**src/rtl/rex_game_ctrl_if.sv**
```systemverilog
// ----------------------------------------------------------------------------
// rex_game_ctrl_if
// Bundles the game-logic stage's frame/button inputs and its state outputs.
//   frame_tick    : one-cycle pulse per frame update          (master -> slave)
//   btn_jump      : raw jump/start button level, asynchronous (master -> slave)
//   rex_down      : Rex bottom y, unsigned, 0 = ground        (slave -> master)
//   obstacle_left : obstacle left x, two's-complement signed  (slave -> master)
//   game_state    : 0 = IDLE, 1 = RUN, 2 = OVER               (slave -> master)
//   score         : obstacles cleared, wrapping 16-bit count  (slave -> master)
// ----------------------------------------------------------------------------
interface rex_game_ctrl_if;
    logic        frame_tick;
    logic        btn_jump;
    logic [15:0] rex_down;
    logic [15:0] obstacle_left;
    logic [1:0]  game_state;
    logic [15:0] score;

    modport master (
        output frame_tick,
        output btn_jump,
        input  rex_down,
        input  obstacle_left,
        input  game_state,
        input  score
    );

    modport slave (
        input  frame_tick,
        input  btn_jump,
        output rex_down,
        output obstacle_left,
        output game_state,
        output score
    );
endinterface

```
**src/rtl/rex_game_ctrl.sv**
```systemverilog
// ----------------------------------------------------------------------------
// rex_game_ctrl
// Game-logic stage: Rex jump physics, obstacle scroll, collision detection and
// the IDLE/RUN/OVER state machine. Positions advance once per frame_tick.
// Ports:
//   clk  : system clock
//   rst  : asynchronous, active-high reset
//   bus  : rex_game_ctrl_if.slave (frame_tick, btn_jump in;
//          rex_down, obstacle_left, game_state, score out, all registered)
// ----------------------------------------------------------------------------
module rex_game_ctrl #(
    parameter int JUMP_V    = 7,
    parameter int GRAVITY   = 1,
    parameter int MAX_H     = 41,
    parameter int OBS_START = 128,
    parameter int OBS_SPEED = 2
) (
    input  logic           clk,
    input  logic           rst,
    rex_game_ctrl_if.slave bus
);

    typedef enum logic [1:0] {
        ST_IDLE = 2'd0,
        ST_RUN  = 2'd1,
        ST_OVER = 2'd2,
        ST_BAD  = 2'd3
    } state_t;

    localparam logic signed [7:0]  JUMP_V_C    = 8'(JUMP_V);
    localparam logic signed [7:0]  GRAVITY_C   = 8'(GRAVITY);
    localparam logic signed [17:0] MAX_H_S     = 18'(MAX_H);
    localparam logic [15:0]        MAX_H_U     = 16'(MAX_H);
    localparam logic signed [15:0] OBS_START_C = 16'(OBS_START);
    localparam logic signed [16:0] OBS_SPEED_C = 17'(OBS_SPEED);

    state_t             state_r, state_s;
    logic [15:0]        rex_down_r, rex_down_s;
    logic signed [7:0]  vel_r, vel_s;
    logic signed [15:0] obstacle_left_r, obstacle_left_s;
    logic [15:0]        score_r, score_s;
    logic               jump_req_r, jump_req_s;
    logic               sync1_r, sync2_r, btn_prev_r;

    logic               press_evt_s;
    logic               collide_s;
    logic               grounded_s;
    logic signed [7:0]  vel_eff_s;
    logic signed [17:0] h_s;
    logic signed [16:0] n_s;

    // Button synchronizer plus previous-level flop for rising-edge detection
    always_ff @(posedge clk or posedge rst) begin
        if (rst) begin
            sync1_r    <= 1'b0;
            sync2_r    <= 1'b0;
            btn_prev_r <= 1'b0;
        end else begin
            sync1_r    <= bus.btn_jump;
            sync2_r    <= sync1_r;
            btn_prev_r <= sync2_r;
        end
    end

    assign press_evt_s = sync2_r & ~btn_prev_r;

    // Obstacle box x[left,left+16) overlaps Rex x[8,32) and Rex y-box reaches y<22
    assign collide_s = (state_r == ST_RUN)
                     && (obstacle_left_r < 16'sd32)
                     && (obstacle_left_r > -16'sd8)
                     && (rex_down_r < 16'd22);

    // A buffered jump only launches from rest on the ground
    assign grounded_s = (rex_down_r == 16'd0) && (vel_r == 8'sd0);
    assign vel_eff_s  = (jump_req_r && grounded_s) ? JUMP_V_C : vel_r;
    assign h_s        = $signed({2'b00, rex_down_r}) + $signed({{10{vel_eff_s[7]}}, vel_eff_s});
    assign n_s        = $signed({obstacle_left_r[15], obstacle_left_r}) - OBS_SPEED_C;

    // State and game registers
    always_ff @(posedge clk or posedge rst) begin
        if (rst) begin
            state_r         <= ST_IDLE;
            rex_down_r      <= 16'd0;
            vel_r           <= 8'sd0;
            obstacle_left_r <= OBS_START_C;
            score_r         <= 16'd0;
            jump_req_r      <= 1'b0;
        end else begin
            state_r         <= state_s;
            rex_down_r      <= rex_down_s;
            vel_r           <= vel_s;
            obstacle_left_r <= obstacle_left_s;
            score_r         <= score_s;
            jump_req_r      <= jump_req_s;
        end
    end

    // Next-state, physics and obstacle update
    always_comb begin
        state_s         = state_r;
        rex_down_s      = rex_down_r;
        vel_s           = vel_r;
        obstacle_left_s = obstacle_left_r;
        score_s         = score_r;
        jump_req_s      = jump_req_r;
        case (state_r)
            ST_IDLE: begin
                if (press_evt_s) begin
                    state_s = ST_RUN;
                end else begin
                    state_s = ST_IDLE;
                end
            end
            ST_RUN: begin
                if (collide_s) begin
                    // A tick arriving together with the hit is dropped
                    state_s = ST_OVER;
                end else if (bus.frame_tick) begin
                    if (h_s <= 18'sd0) begin
                        rex_down_s = 16'd0;
                        vel_s      = 8'sd0;
                    end else if (h_s >= MAX_H_S) begin
                        rex_down_s = MAX_H_U;
                        vel_s      = (vel_eff_s > 8'sd0) ? 8'sd0 : (vel_eff_s - GRAVITY_C);
                    end else begin
                        rex_down_s = h_s[15:0];
                        vel_s      = vel_eff_s - GRAVITY_C;
                    end
                    if (n_s <= -17'sd16) begin
                        obstacle_left_s = OBS_START_C;
                        score_s         = score_r + 16'd1;
                    end else begin
                        obstacle_left_s = n_s[15:0];
                    end
                    // Old request is consumed now; a press in this same cycle waits for the next tick
                    jump_req_s = press_evt_s;
                end else if (press_evt_s) begin
                    jump_req_s = 1'b1;
                end else begin
                    jump_req_s = jump_req_r;
                end
            end
            ST_OVER: begin
                if (press_evt_s) begin
                    state_s         = ST_RUN;
                    rex_down_s      = 16'd0;
                    vel_s           = 8'sd0;
                    obstacle_left_s = OBS_START_C;
                    score_s         = 16'd0;
                    jump_req_s      = 1'b0;
                end else begin
                    state_s = ST_OVER;
                end
            end
            ST_BAD: begin
                state_s         = ST_IDLE;
                rex_down_s      = 16'd0;
                vel_s           = 8'sd0;
                obstacle_left_s = OBS_START_C;
                score_s         = 16'd0;
                jump_req_s      = 1'b0;
            end
            default: begin
                state_s = ST_IDLE;
            end
        endcase
    end

    assign bus.rex_down      = rex_down_r;
    assign bus.obstacle_left = obstacle_left_r;
    assign bus.game_state    = state_r;
    assign bus.score         = score_r;

endmodule

```
**src/flat_wrapper.sv**
```systemverilog
// flat-port wrapper written by rule: the top's interface ports become plain ports
module rex_game_ctrl_flat 
#(
    parameter int JUMP_V    = 7,
    parameter int GRAVITY   = 1,
    parameter int MAX_H     = 41,
    parameter int OBS_START = 128,
    parameter int OBS_SPEED = 2
)
  (clk, rst, bus_frame_tick, bus_btn_jump, bus_rex_down, bus_obstacle_left, bus_game_state, bus_score);
  rex_game_ctrl_if bus_i ();
  input  logic clk;
  input  logic rst;
  input wire logic [$bits(bus_i.frame_tick)-1:0] bus_frame_tick;
  input wire logic [$bits(bus_i.btn_jump)-1:0] bus_btn_jump;
  output wire logic [$bits(bus_i.rex_down)-1:0] bus_rex_down;
  output wire logic [$bits(bus_i.obstacle_left)-1:0] bus_obstacle_left;
  output wire logic [$bits(bus_i.game_state)-1:0] bus_game_state;
  output wire logic [$bits(bus_i.score)-1:0] bus_score;
  assign bus_i.frame_tick = bus_frame_tick;
  assign bus_i.btn_jump = bus_btn_jump;
  assign bus_rex_down = bus_i.rex_down;
  assign bus_obstacle_left = bus_i.obstacle_left;
  assign bus_game_state = bus_i.game_state;
  assign bus_score = bus_i.score;
  rex_game_ctrl #(.JUMP_V(JUMP_V), .GRAVITY(GRAVITY), .MAX_H(MAX_H), .OBS_START(OBS_START), .OBS_SPEED(OBS_SPEED)) u_core (.clk(clk), .rst(rst), .bus(bus_i));
endmodule
```
**config.mk**
```make
export PLATFORM = sky130hd
export DESIGN_NAME = rex_game_ctrl_flat
export DESIGN_NICKNAME = d
export VERILOG_FILES = /design/src/rtl/rex_game_ctrl_if.sv /design/src/rtl/rex_game_ctrl.sv /design/src/flat_wrapper.sv
export SDC_FILE = /design/constraint.sdc
export NUM_CORES = 1
export LEC_CHECK = 0
export CORE_MARGIN = 3
export CORE_UTILIZATION = 50
export DETAILED_ROUTE_END_ITERATION = 7
export MAX_ROUTING_LAYER = met4
export PLACE_DENSITY = 0.82
export SYNTH_ARGS = -nofsm -noshare
export SYNTH_HDL_FRONTEND = slang
export SYNTH_SLANG_ARGS = --single-unit
```
**constraint.sdc**
```tcl
create_clock -name clk -period 4.35 [get_ports clk]
set_input_delay 0.6525 -clock clk [delete_from_list [all_inputs] [get_ports clk]]
set_output_delay 0.6525 -clock clk [all_outputs]
set_load 0.02 [all_outputs]
```
; ---- After elaboration in Yosys (flattened, before gate mapping)
; Cells that the tools add are included.
; W data, S select, Z words.
[word_totals]
regBits = 62
inputBits = 4
output_inout_bits = 50
wordCells = 75
[classes]
n_addsub = 4
magnitude_cmp = 7
n_eq_ne = 9
mux = 32
n_bitwise = 2
reduce_logical = 12
[op_table]
columns = op, n
row1 = $mux W16, 12
row2 = $pmux W16 S3, 3
row3 = $mux W8, 7
row4 = $pmux W8 S3, 1
row5 = $add A17 B8 Y18, 1
row6 = $ge A18 B7 Y1 const B, 1
row7 = $le A18 B1 Y1 const B, 1
row8 = $le A17 B5 Y1 const B, 1
row9 = $sub A16 B3 Y17 const B, 1
row10 = $add A16 B1 Y16 const B, 1
row11 = $gt A16 B4 Y1 const B, 1
row12 = $logic_not A16 Y1, 1
row13 = $lt A16 B5 Y1 const B, 1
row14 = $lt A16 B7 Y1 const B, 1
row15 = $gt A8 B1 Y1 const B, 1
row16 = $logic_not A8 Y1, 1
row17 = $pmux W2 S4, 1
row18 = $reduce_and A4 Y1, 2
row19 = $sub A8 B2 Y8 const B, 1
row20 = $ne A2 B2 Y1 const B, 3
row21 = $logic_and A1 B1 Y1, 5
row22 = $mux W1, 5
row23 = $reduce_and A5 Y1, 1
row24 = $eq A2 B2 Y1 const B, 2
row25 = other kinds (9), 11

; ---- Longest topological paths before layout
; Gate-level depths: netlist (run 1).
[depth]
depth_word = 11
mapped_depth = 19
depth_no_buf = 18

; ---- Least setup slack after synthesis (run 1)
; Ideal clock, no wire load.
[synth_path]
kind = reg-to-reg
from = register u_core.rex_down_r[5], in the netlist u_core.bus.rex_down[5]
to = register u_core.vel_r[5]
setup_time_ns = 0.126
t_arrival_ns = 4.449
t_required_ns = 4.224
slack_ns = -0.225
path_stages_with_launch = 20
path_buffers = 1
synth_period_minus_slack_ns = 4.575
path_cell_list = dfrtp_1 -> buf_2 -> or4_1 -> nor4b_1 -> nand3_1 -> nor3_1 -> nor2_1 -> inv_1 -> ha_1 -> inv_1 -> fa_1 -> o211ai_1 -> a21oi_1 -> o22ai_1 -> mux2i_1 -> o311ai_1 -> and4bb_2 -> a21oi_2 -> nor2_1 -> a221o_1
[synth_via]
elab_chain_cells = 11
elab_cells_between_ends = 19
classes_between = 2 x add/sub / 4 x order compare / 1 x eq/ne / 7 x mux / 5 x reduce/logical
[synth_rtl]
columns = element, line_no
row1 = from (decl), rex_game_ctrl.sv:38  ; logic [15:0] rex_down_r, rex_down_s;
row2 = from (signal assigned), rex_game_ctrl.sv:90  ; rex_down_r <= rex_down_s;
row3 = $logic_not A16 Y1, rex_game_ctrl.sv:74  ; assign grounded_s = (rex_down_r == 16'd0) && (vel_r == 8'sd0);
row4 = $logic_and A1 B1 Y1, rex_game_ctrl.sv:74
row5 = $logic_and A1 B1 Y1, rex_game_ctrl.sv:75  ; assign vel_eff_s = (jump_req_r && grounded_s) ? JUMP_V_C : vel_r;
row6 = $mux W8, rex_game_ctrl.sv:75
row7 = "$add A17 B8 Y18, or another cell as far along", rex_game_ctrl.sv:76  ; assign h_s = $signed({2'b00, rex_down_r}) + $signed({{10{vel_eff_s[7]}}, vel_eff_s});
row8 = $ge A18 B7 Y1 or $mux W8 (tied branches), "rex_game_ctrl.sv:122, rex_game_ctrl.sv:124"
row9 = $mux W8, rex_game_ctrl.sv:122  ; end else if (h_s >= MAX_H_S) begin
row10 = $mux W8, rex_game_ctrl.sv:119  ; if (h_s <= 18'sd0) begin
row11 = $mux W8, rex_game_ctrl.sv:118  ; end else if (bus.frame_tick) begin
row12 = $mux W8, rex_game_ctrl.sv:115  ; if (collide_s) begin
row13 = $pmux W8 S3, rex_game_ctrl.sv:106  ; case (state_r)
row14 = to (signal assigned), rex_game_ctrl.sv:91  ; vel_r <= vel_s;
row15 = to (decl), rex_game_ctrl.sv:39  ; logic signed [7:0] vel_r, vel_s;
; Several ways; a longest one is shown, not always the timed one. The select of a mux whose other input is x is not followed.
; A chain may end at the register's enable or synchronous reset.

; ---- Final worst setup path (run 1)
; Ends and elaborated chain as after synthesis.

==> results.tsv, run 1 <==
metric	value	unit
met2_usage	38.38	%
grt_overflow	0	
post-synth-top-area-cell	dfrtp_1	
chipHeight	98.30	µm
relSlewSlack	43.09	%
floorplan.core_area	8258	µm²
top_level_ports	54	
worst_clock_skew_on_the_final_layout	8.870	ps
root_buffer	clkbuf_8	
synth.cells.most_frequent	dfrtp_1, nand2_1, nor2_1	
layout.area.seq	1529	µm²
syn_nets	501	
average_detailed_routed_wire_length_per_instance	17.60	µm
timing.reg2reg.worst_path_depth	19	
share_seq_of_total_power	26.5	%
row_count	33	
grt-busiest-layer	met2	
ys_warn_count	0	
die-width	98.30	µm
synth-seq-cells	61	
static_leakage	2.231	nW
nets	561	
setup_tns	-569.4	ps
synth-async-reset-ratio	100.0	%
syn-cell-area	4259	µm²
synth.lib_cells_used.distinct	80	
avg_vias_per_cell	6.201	
drt-pass1-iter-count	5	
synthesis.instances	488	
synth-edff-count	0	
final-max-slew-violation-count	0	
setup_viol	8	
synth.top_cells.by_area	dfrtp_1, o21ai_0, nand2_1	
grt.met3_usage	4.214	%
grtUsageTotal	24.22	%
drive_gt1_share	18.44	%
min_period_over_period	103.0	%
violations	negative setup slack	
post-synth-top-count-cell	dfrtp_1	
clk_latency	340	ps
timing_worst_slew_pin_value	853.7	ps
floorplan.die_area	9662	µm²
tritoncts.num_buffers	9	
via_count_of_the_first_global_routing_pass	3910	
cts.path.max_buffers	2	
layout_setup_ws	-130.9	ps
pwr_density_cell	680.6	nW/µm²
drt.antenna.violating_nets	0	
rsz_0062_raised_after_global_routing	true	
timing.critical_path.to_type	register	
io_buffers	52	
multi_input_comb_area	2685	µm²
timing.critical_path.arrival	4700	ps
finalPower	3.657	mW
initial_util	51.58	%
place.detailed.hpwl	8017	µm
antenna_found_initial	0	
clock_period_minus_final_worst_setup_slack	4481	ps
cell_internal_pwr	1.894	mW
synth_flop_cell	dfrtp_1	
nFillCells	663	
synth_sequential_area_ratio	35.87	%
cts_num_sinks	61	
switching_share	48.19	%
peak_clock_frequency_supported_by_timing	0.2232	GHz
final_core_utilization	65.06	%
drt_iter0_markers	236	
place.gp.congestion	1.014	
start_kind	register	
drt_wl_total	11580	µm
hold_slack	361.9	ps
crit_required	4570	ps
syn-mean-instance-area	8.728	µm²
path_class	reg2reg	
run_status	finished with violations	
tritoncts	built	
max-cap-violations	0	
ir_worst_vdd	0.2586	mV
net-switching-power	1.762	mW
syn_to_final_growth	26.15	%
n_antenna_cell	0	
worst_hold_path.num_cells	0	
globalRouteMet1Util	31.03	%
cts_max_level	3	
pin_count_of_the_biggest_net_entering_global_routing	38	
grt_first_pass_wirelength	18760	µm
share_comb_of_total_power	58.9	%
vias	4080	
worstHoldPathType	reg2reg	
synth.top_cell.area_share	35.25	%
critical_path_peak_fanout	6	
finalHoldViolations	0	
cts.reportedPaths.clkPinSlew	80	ps
relative_contribution_of_the_clock_network_to_total_power	14.7	%
remaining_drc_errors	0	
worst max-delay path, stage by stage, from the launching register on:
cell      delay [ps]
dfrtp_2          410
or4_4            550
nor4b_4          250
nand3_2          130
nor3_4           260
buf_6            140
nor2_2            40
inv_2             70
ha_4             210
inv_4             70
o211ai_1          80
buf_4            160
and3_4           180
or3_4            330
a211o_1          320
a211oi_2         290
nand4_1          280
nand2_4          190
nor2_4            70
a221o_1          340
layout by cell type, fill, tap and decap left out, types with 5 or more instances in the layout:
cell,synthesis,routed
dfrtp_1,60,59
clkdlybuf4s50_1,0,52
nand2_1,36,36
nor2_1,36,33
buf_4,1,28
o21ai_0,28,26
nand3_1,20,18
a21oi_1,20,17
xnor2_1,15,15
nor3_1,15,13
inv_1,18,13
and2_1,12,12
or3_1,12,11
xor2_1,10,10
a21o_1,10,10
nand4_1,9,9
and3_1,10,9
clkbuf_8,0,9
nand2b_1,8,8
o31ai_1,9,8
nor4_1,8,7
mux2i_1,6,6
ha_1,8,6
o211ai_1,5,5
nor3b_1,5,5
power groups by stage:
stage	clock network, mW	logic [mW]	registers (mW)
global placement	0	1.86	0.952
detailed placement	0	1.91	0.960
CTS	0.544	1.94	0.951
global route	0.573	2.34	0.995
finish	0.537	2.15	0.968
floorplan	0	1.30	0.978
worst paths after layout:
| path | from | to | slack (ps) |
|---|---|---|---|
| hold reg to reg | u_core.sync1_r | u_core.sync2_r | 360 |
| setup reg to reg | u_core.bus.rex_down[5] | u_core.vel_r[5] | -130 |
| max in group asynchronous | rst | u_core.bus.obstacle_left[7] | 2700 |
| hold / removal | u_core.sync1_r | u_core.sync2_r | 360 |
| min in group asynchronous | rst | u_core.bus.score[13] | 780 |
| setup / recovery | u_core.bus.rex_down[5] | u_core.vel_r[5] | -130 |
metal layers:
| metal | vias up | wire [µm] | part of all wire [%] |
|---|---|---|---|
| met2 | 172 | 5563 | 48 |
| met4 | 0 | 412 | 3.6 |
| met5 | - | 0 | 0 |
| met1 | 1940 | 4928 | 43 |
| li1 | 1925 | - | - |
| met3 | 43 | 677 | 5.8 |
logic make-up (layout without fill, tap and decap cells):
group	after synthesis	after routing	synth area share [%]
flops	61	61	35.87
mux	7	7	1.675
compound gates	133	133	22.59
other cells	1	1	0.08805
buf+inv	51	116	5.464
fa+ha+maj	11	11	3.290
simple gates	199	199	25.88
xor+xnor	25	25	5.141
layout make-up:
cell class              instances  share of cell area, %
flip-flops and latches         61                  28.46
well taps                     105                  2.445
clock buffers                   9                  2.306
repair buffers                 82                  14.02
inverters                      18                  1.304
multi-input cells             376                  49.98
clock inverters                 7                  1.490
metrics by stage:
stage / cell area, µm² / setup slack (ps) / std cells
floorplan: 4297 / 8.447 / 488
global placement: 4938 / 49.47 / 633
detailed placement: 4938 / -152.2 / 633
CTS: 5184 / 23.70 / 652
global route: 5373 / -293.0 / 658
finish: 5373 / -130.9 / 658
registers in the layout, summed over array words and instances, names as in the netlist:
| signal | count |
|---|---|
| u_core.bus.score | 16 |
| u_core.sync2_r | 1 |
| u_core.vel_r | 8 |
| u_core.btn_prev_r | 1 |
| u_core.bus.obstacle_left | 15 |
| u_core.bus.rex_down | 16 |
| u_core.bus.game_state | 2 |
| u_core.sync1_r | 1 |
| u_core.jump_req_r | 1 |
what timing repair did:
action,in CTS,in global routing
pin swaps,7,15
hold buffers,0,0
endpoints found under the setup margin,12,14
resized for setup,4,31
setup buffers,3,8
Power figures use the tool's default switching activity.
==> inputs of run 2 (changes only) <==
- SETUP_SLACK_MARGIN: default -> 0.2
==> run 2 against run 1 <==
Against the previous run:
- the run now ends clean
- setup slack better by 190 ps
- cell count did not move
- global-route usage shrank 0.65 points
- combinational power is 3% lower
- worst hold slack lost 7.3 ps
- utilization decreased by 0.45 points
- clock power barely moved
- routed wire length shrank 3.9%
- total power down 2.1%
- register-to-register slack better by 190 ps
==> results.tsv, run 2 (synthesis gave the netlist of run 1 again) <==
metric	value	unit
timing.critical_path.slowest_cell_delay	560	ps
start_kind	register	
chipHeight	98.30	µm
worst_hold_path.num_cells	0	
timing.critical_path.to_type	register	
top_level_ports	54	
clk_latency	350	ps
finalHoldViolations	0	
average_detailed_routed_wire_length_per_instance	16.91	µm
grtUsageTotal	23.57	%
path_class	reg2reg	
timing_worst_slew_pin_value	1004	ps
cts_num_sinks	61	
floorplan.die_area	9662	µm²
root_buffer	clkbuf_8	
peak_clock_frequency_supported_by_timing	0.2333	GHz
timing.critical_path.arrival	4510	ps
ctsHoldBuffers	0	
row_count	33	
nets	561	
nFillCells	692	
via_count_of_the_first_global_routing_pass	3763	
met2_usage	38.33	%
worstHoldPathType	reg2reg	
setup_tns	0	ps
globalRouteMet1Util	29.61	%
place.detailed.hpwl	7795	µm
tritoncts.num_buffers	9	
cp.buffers_inverters	4	
clock_period_minus_final_worst_setup_slack	4286	ps
min_delay_worst_endpoint	u_core.sync2_r	
min_period_over_period	98.53	%
cts.path.max_buffers	2	
grt.met3_usage	4.500	%
tritoncts	built	
drt_wl_total	11130	µm
final-max-slew-violation-count	0	
initial_util	51.58	%
avg_vias_per_cell	6.132	
antenna_found_initial	0	
cp_common_cell	buf_4	
drt.antenna.violating_nets	0	
static_leakage	2.238	nW
syn_to_final_growth	25.26	%
max-cap-violations	0	
critical_path_peak_fanout	7	
dpl_worst_slack	-81.33	ps
crit-reg2reg-capture	u_core.vel_r[4]	
place.gp.congestion	1.013	
worst_clock_skew_on_the_final_layout	9.648	ps
timing.reg2reg.worst_path_depth	19	
crit_path_cell_trace	or4_4, nor4b_4, nand3_2, nor3_4, nor2_1, inv_1, ha_1, inv_2, o211ai_1, buf_4, and3_4, or3_1, a211o_1, a211oi_2, nand4_1, buf_4, nand2_4, nor2_4, a221o_1	
grt_first_pass_wirelength	18250	µm
die-width	98.30	µm
grt-busiest-layer	met2	
drt-pass1-iter-count	4	
setup_viol	0	
cell_internal_pwr	1.903	mW
pwr_density_cell	670.7	nW/µm²
share_seq_of_total_power	26.7	%
reg2reg_from	u_core.bus.rex_down[5]	
drive_gt1_share	17.54	%
crit_required	4580	ps
final_core_utilization	64.61	%
n_antenna_cell	0	
remaining_drc_errors	0	
holdCritStartpoint	u_core.sync1_r	
share_comb_of_total_power	58.4	%
layout_common_cells	dfrtp_1, clkdlybuf4s50_1, nand2_1, nor2_1, buf_4	
grt_overflow	0	
drt_iter0_markers	264	
rrSetupSlack	60	ps
finalPower	3.578	mW
vias	4035	
fin_area	5335	µm²
rsz_0062_raised_after_global_routing	true	
final_common_cell	dfrtp_1	
net-switching-power	1.675	mW
floorplan.core_area	8258	µm²
ir_worst_vdd	0.2497	mV
relative_contribution_of_the_clock_network_to_total_power	14.9	%
switching_share	46.82	%
pin_count_of_the_biggest_net_entering_global_routing	48	
cts.reportedPaths.clkPinSlew	70	ps
cp_max_delay_cell	or4_4	
placed_cell_area	4928	µm²
layout_setup_ws	64.01	ps
crit_path_leading_delay_family	simple AND/OR/NAND/NOR gates	
run_status	completed	
cts_max_level	3	
relSlewSlack	33.06	%
io_buffers	52	
-- run 2: worst max-delay path by stage --
stage / endpoint / from / slack (ps) / cells after the start
2_1_floorplan: u_core.vel_r[5] / u_core.bus.rex_down[5] / 90 / 19
3_3_place_gp: u_core.vel_r[4] / u_core.bus.rex_down[6] / 40 / 19
3_5_place_dp: u_core.vel_r[4] / u_core.bus.rex_down[6] / -80 / 19
4_1_cts: u_core.vel_r[6] / u_core.bus.rex_down[5] / 110 / 19
5_1_grt: u_core.vel_r[5] / u_core.bus.rex_down[5] / -150 / 20
6_report: u_core.vel_r[4] / u_core.bus.rex_down[5] / 60 / 19
-- run 2: layer usage --
metal	part of all wire, %	vias up
li1	-	1922
met1	43	1934
met2	49	152
met3	6.1	27
met4	2.4	0
met5	0	-
-- run 2: power groups by stage --
stage / clock network, mW / logic, mW / registers, mW
after floorplan: 0 / 1.31 / 0.979
after global placement: 0 / 1.86 / 0.948
after detailed placement: 0 / 1.90 / 0.954
after CTS: 0.540 / 1.98 / 0.945
after global routing: 0.566 / 2.27 / 0.983
final: 0.534 / 2.09 / 0.956
-- run 2: cell type report --
cell class                      instances  area, µm²  share of cell area, %
Clock buffer                           11      151.4                  2.838
Tap cell                              105      131.4                  2.462
Inverter                               18      67.56                  1.266
Clock inverter                          5      58.81                  1.102
Multi-Input combinational cell        376       2648                  49.62
Sequential cell                        61       1529                  28.66
Timing Repair Buffer                   82      749.5                  14.05
-- run 2: per-stage QoR --
step                instances  hold slack, ps
floorplan                 488           331.2
global route              658           383.1
CTS                       654           360.0
global placement          631           336.4
detailed placement        631           338.7
finish                    658           354.6
-- run 2: what timing repair did --
| action | 4_1_cts | 5_1_grt |
|---|---|---|
| buffers inserted | 7 | 4 |
| endpoints found under the setup margin | 14 | 14 |
| resized for setup | 13 | 13 |
| pin swaps | 4 | 5 |
==> inputs of run 3 (changes only) <==
- CORE_UTILIZATION: 50 -> 49
- PLACE_DENSITY: 0.82 -> 0.78
- clock period: 4.35 -> 4.4 ns (I/O delays scaled with it)
==> run 3 against run 2 <==
Against the previous run:
- cell area up 1.2%
- critical path depth unchanged
- first-iteration DRC count down 31%
==> results.tsv, run 3 (synthesis gave the netlist of run 1 again) <==
metric	value	unit
critical_path_peak_fanout	8	
run_status	completed	
floorplan.core_area	8341	µm²
drt-pass1-iter-count	7	
drive_gt1_share	17.36	%
root_buffer	clkbuf_8	
path_class	reg2reg	
placed_cell_area	4936	µm²
io_buffers	52	
antenna_found_initial	0	
cts_num_sinks	61	
via_count_of_the_first_global_routing_pass	3939	
crit_path_cell_trace	or4_4, nor4b_4, nand3_2, nor3_4, nor2_2, inv_2, ha_4, inv_2, fa_2, o211ai_1, buf_4, a21oi_4, o22ai_4, mux2i_1, o311ai_2, and4bb_2, a21oi_4, nor3_1, a221o_1	
finalHoldViolations	0	
static_leakage	2.270	nW
place.gp.congestion	0.9666	
top_level_ports	54	
final_common_cell	dfrtp_1	
ctsHoldBuffers	0	
ir_worst_vdd	0.4440	mV
layout.area.seq	1529	µm²
pin_count_of_the_biggest_net_entering_global_routing	33	
drt.antenna.violating_nets	0	
cts.reportedPaths.clkPinSlew	80	ps
n_antenna_cell	0	
crit_required	4620	ps
finalPower	3.706	mW
start_kind	register	
tritoncts.num_buffers	9	
remaining_drc_errors	0	
nFillCells	675	
worst_clock_skew_on_the_final_layout	11.86	ps
nets	561	
relSlewSlack	47.06	%
place.detailed.hpwl	7811	µm
floorplan.die_area	9847	µm²
die-width	99.23	µm
multi_input_comb_area	2645	µm²
grtUsageTotal	23.98	%
timing.critical_path.to_type	register	
rsz_0062_raised_after_global_routing	true	
peak_clock_frequency_supported_by_timing	0.2329	GHz
drt_wl_total	11520	µm
syn_to_final_growth	26.79	%
max-cap-violations	0	
clk_latency	350	ps
timing_worst_slew_pin_value	794.1	ps
grt_overflow	0	
timing.critical_path.slowest_cell_delay	550	ps
cts.path.max_buffers	2	
clock_period_minus_final_worst_setup_slack	4295	ps
fin_area	5400	µm²
drt_iter0_markers	183	
final-max-slew-violation-count	0	
initial_util	51.07	%
row_count	33	
chipHeight	99.23	µm
min_period_over_period	97.60	%
worstHoldPathType	reg2reg	
tritoncts	built	
vias	4067	
cts_max_level	3	
timing.critical_path.arrival	4520	ps
pwr_density_cell	686.3	nW/µm²
cp_max_delay_cell	or4_4	
avg_vias_per_cell	6.181	
hold_slack	374.8	ps
grt_first_pass_wirelength	18840	µm
layout_common_cells	dfrtp_1, clkdlybuf4s50_1, nand2_1, nor2_1, buf_4	
setup_viol	0	
average_detailed_routed_wire_length_per_instance	17.50	µm
-- run 3: final timing paths --
| check | startpoint | endpoint | slack, ps | cells past startpoint |
|---|---|---|---|---|
| max reg2reg | u_core.bus.rex_down[5] | u_core.vel_r[5] | 110 | 19 |
| max | u_core.bus.rex_down[5] | u_core.vel_r[5] | 110 | 19 |
| min reg2reg | u_core.sync1_r | u_core.sync2_r | 370 | 0 |
| min in group asynchronous | rst | u_core.bus.obstacle_left[10] | 730 | 2 |
| max in group asynchronous | rst | u_core.jump_req_r | 2810 | 3 |
| min | u_core.sync1_r | u_core.sync2_r | 370 | 0 |
-- run 3: cell type report --
class	count	area share (%)
clock inverters	7	2.711
inverters	18	1.251
well taps	105	2.433
clock buffers	9	2.294
repair buffers	82	14.02
multi-input cells	376	48.98
flip-flops and latches	61	28.31
-- run 3: report_power, final --
| group | switching, mW | internal [mW] |
|---|---|---|
| registers | 0.243 | 0.705 |
| logic | 1.20 | 0.873 |
| clock network | 0.245 | 0.437 |
| total | 1.69 | 2.02 |
-- run 3: what timing repair did --
action,4_1_cts,5_1_grt
resized for setup,10,17
endpoints found under the setup margin,14,14
buffers inserted,7,3
pin swaps,7,4
-- run 3: layer usage --
| metal | track usage [%] | vias to the layer above | wire [µm] |
|---|---|---|---|
| li1 | - | 1918 | - |
| met1 | 30.69 | 1950 | 4971 |
| met2 | 37.91 | 165 | 5517 |
| met3 | 5.189 | 34 | 704 |
| met4 | 7.983 | 0 | 324 |
| met5 | - | - | 0 |
-- run 3: critical path: cells and delay by family (launching register included) --
family | cells | cell delay, ps
fa+ha+maj | 2 | 480
compound gates | 6 | 1150
mux | 1 | 240
simple gates | 7 | 1610
flops | 1 | 400
buf+inv | 3 | 280
-- run 3: through the flow --
step	worst slack [ps]	instances	setup TNS, ps	util (%)
after floorplan	139.8	488	0	-
after global placement	48.32	632	0	59.18
after detailed placement	-84.71	632	-198.6	59.18
after CTS	85.97	655	0	63.58
after global routing	-107.4	658	-323.6	64.75
final	105.4	658	0	64.75
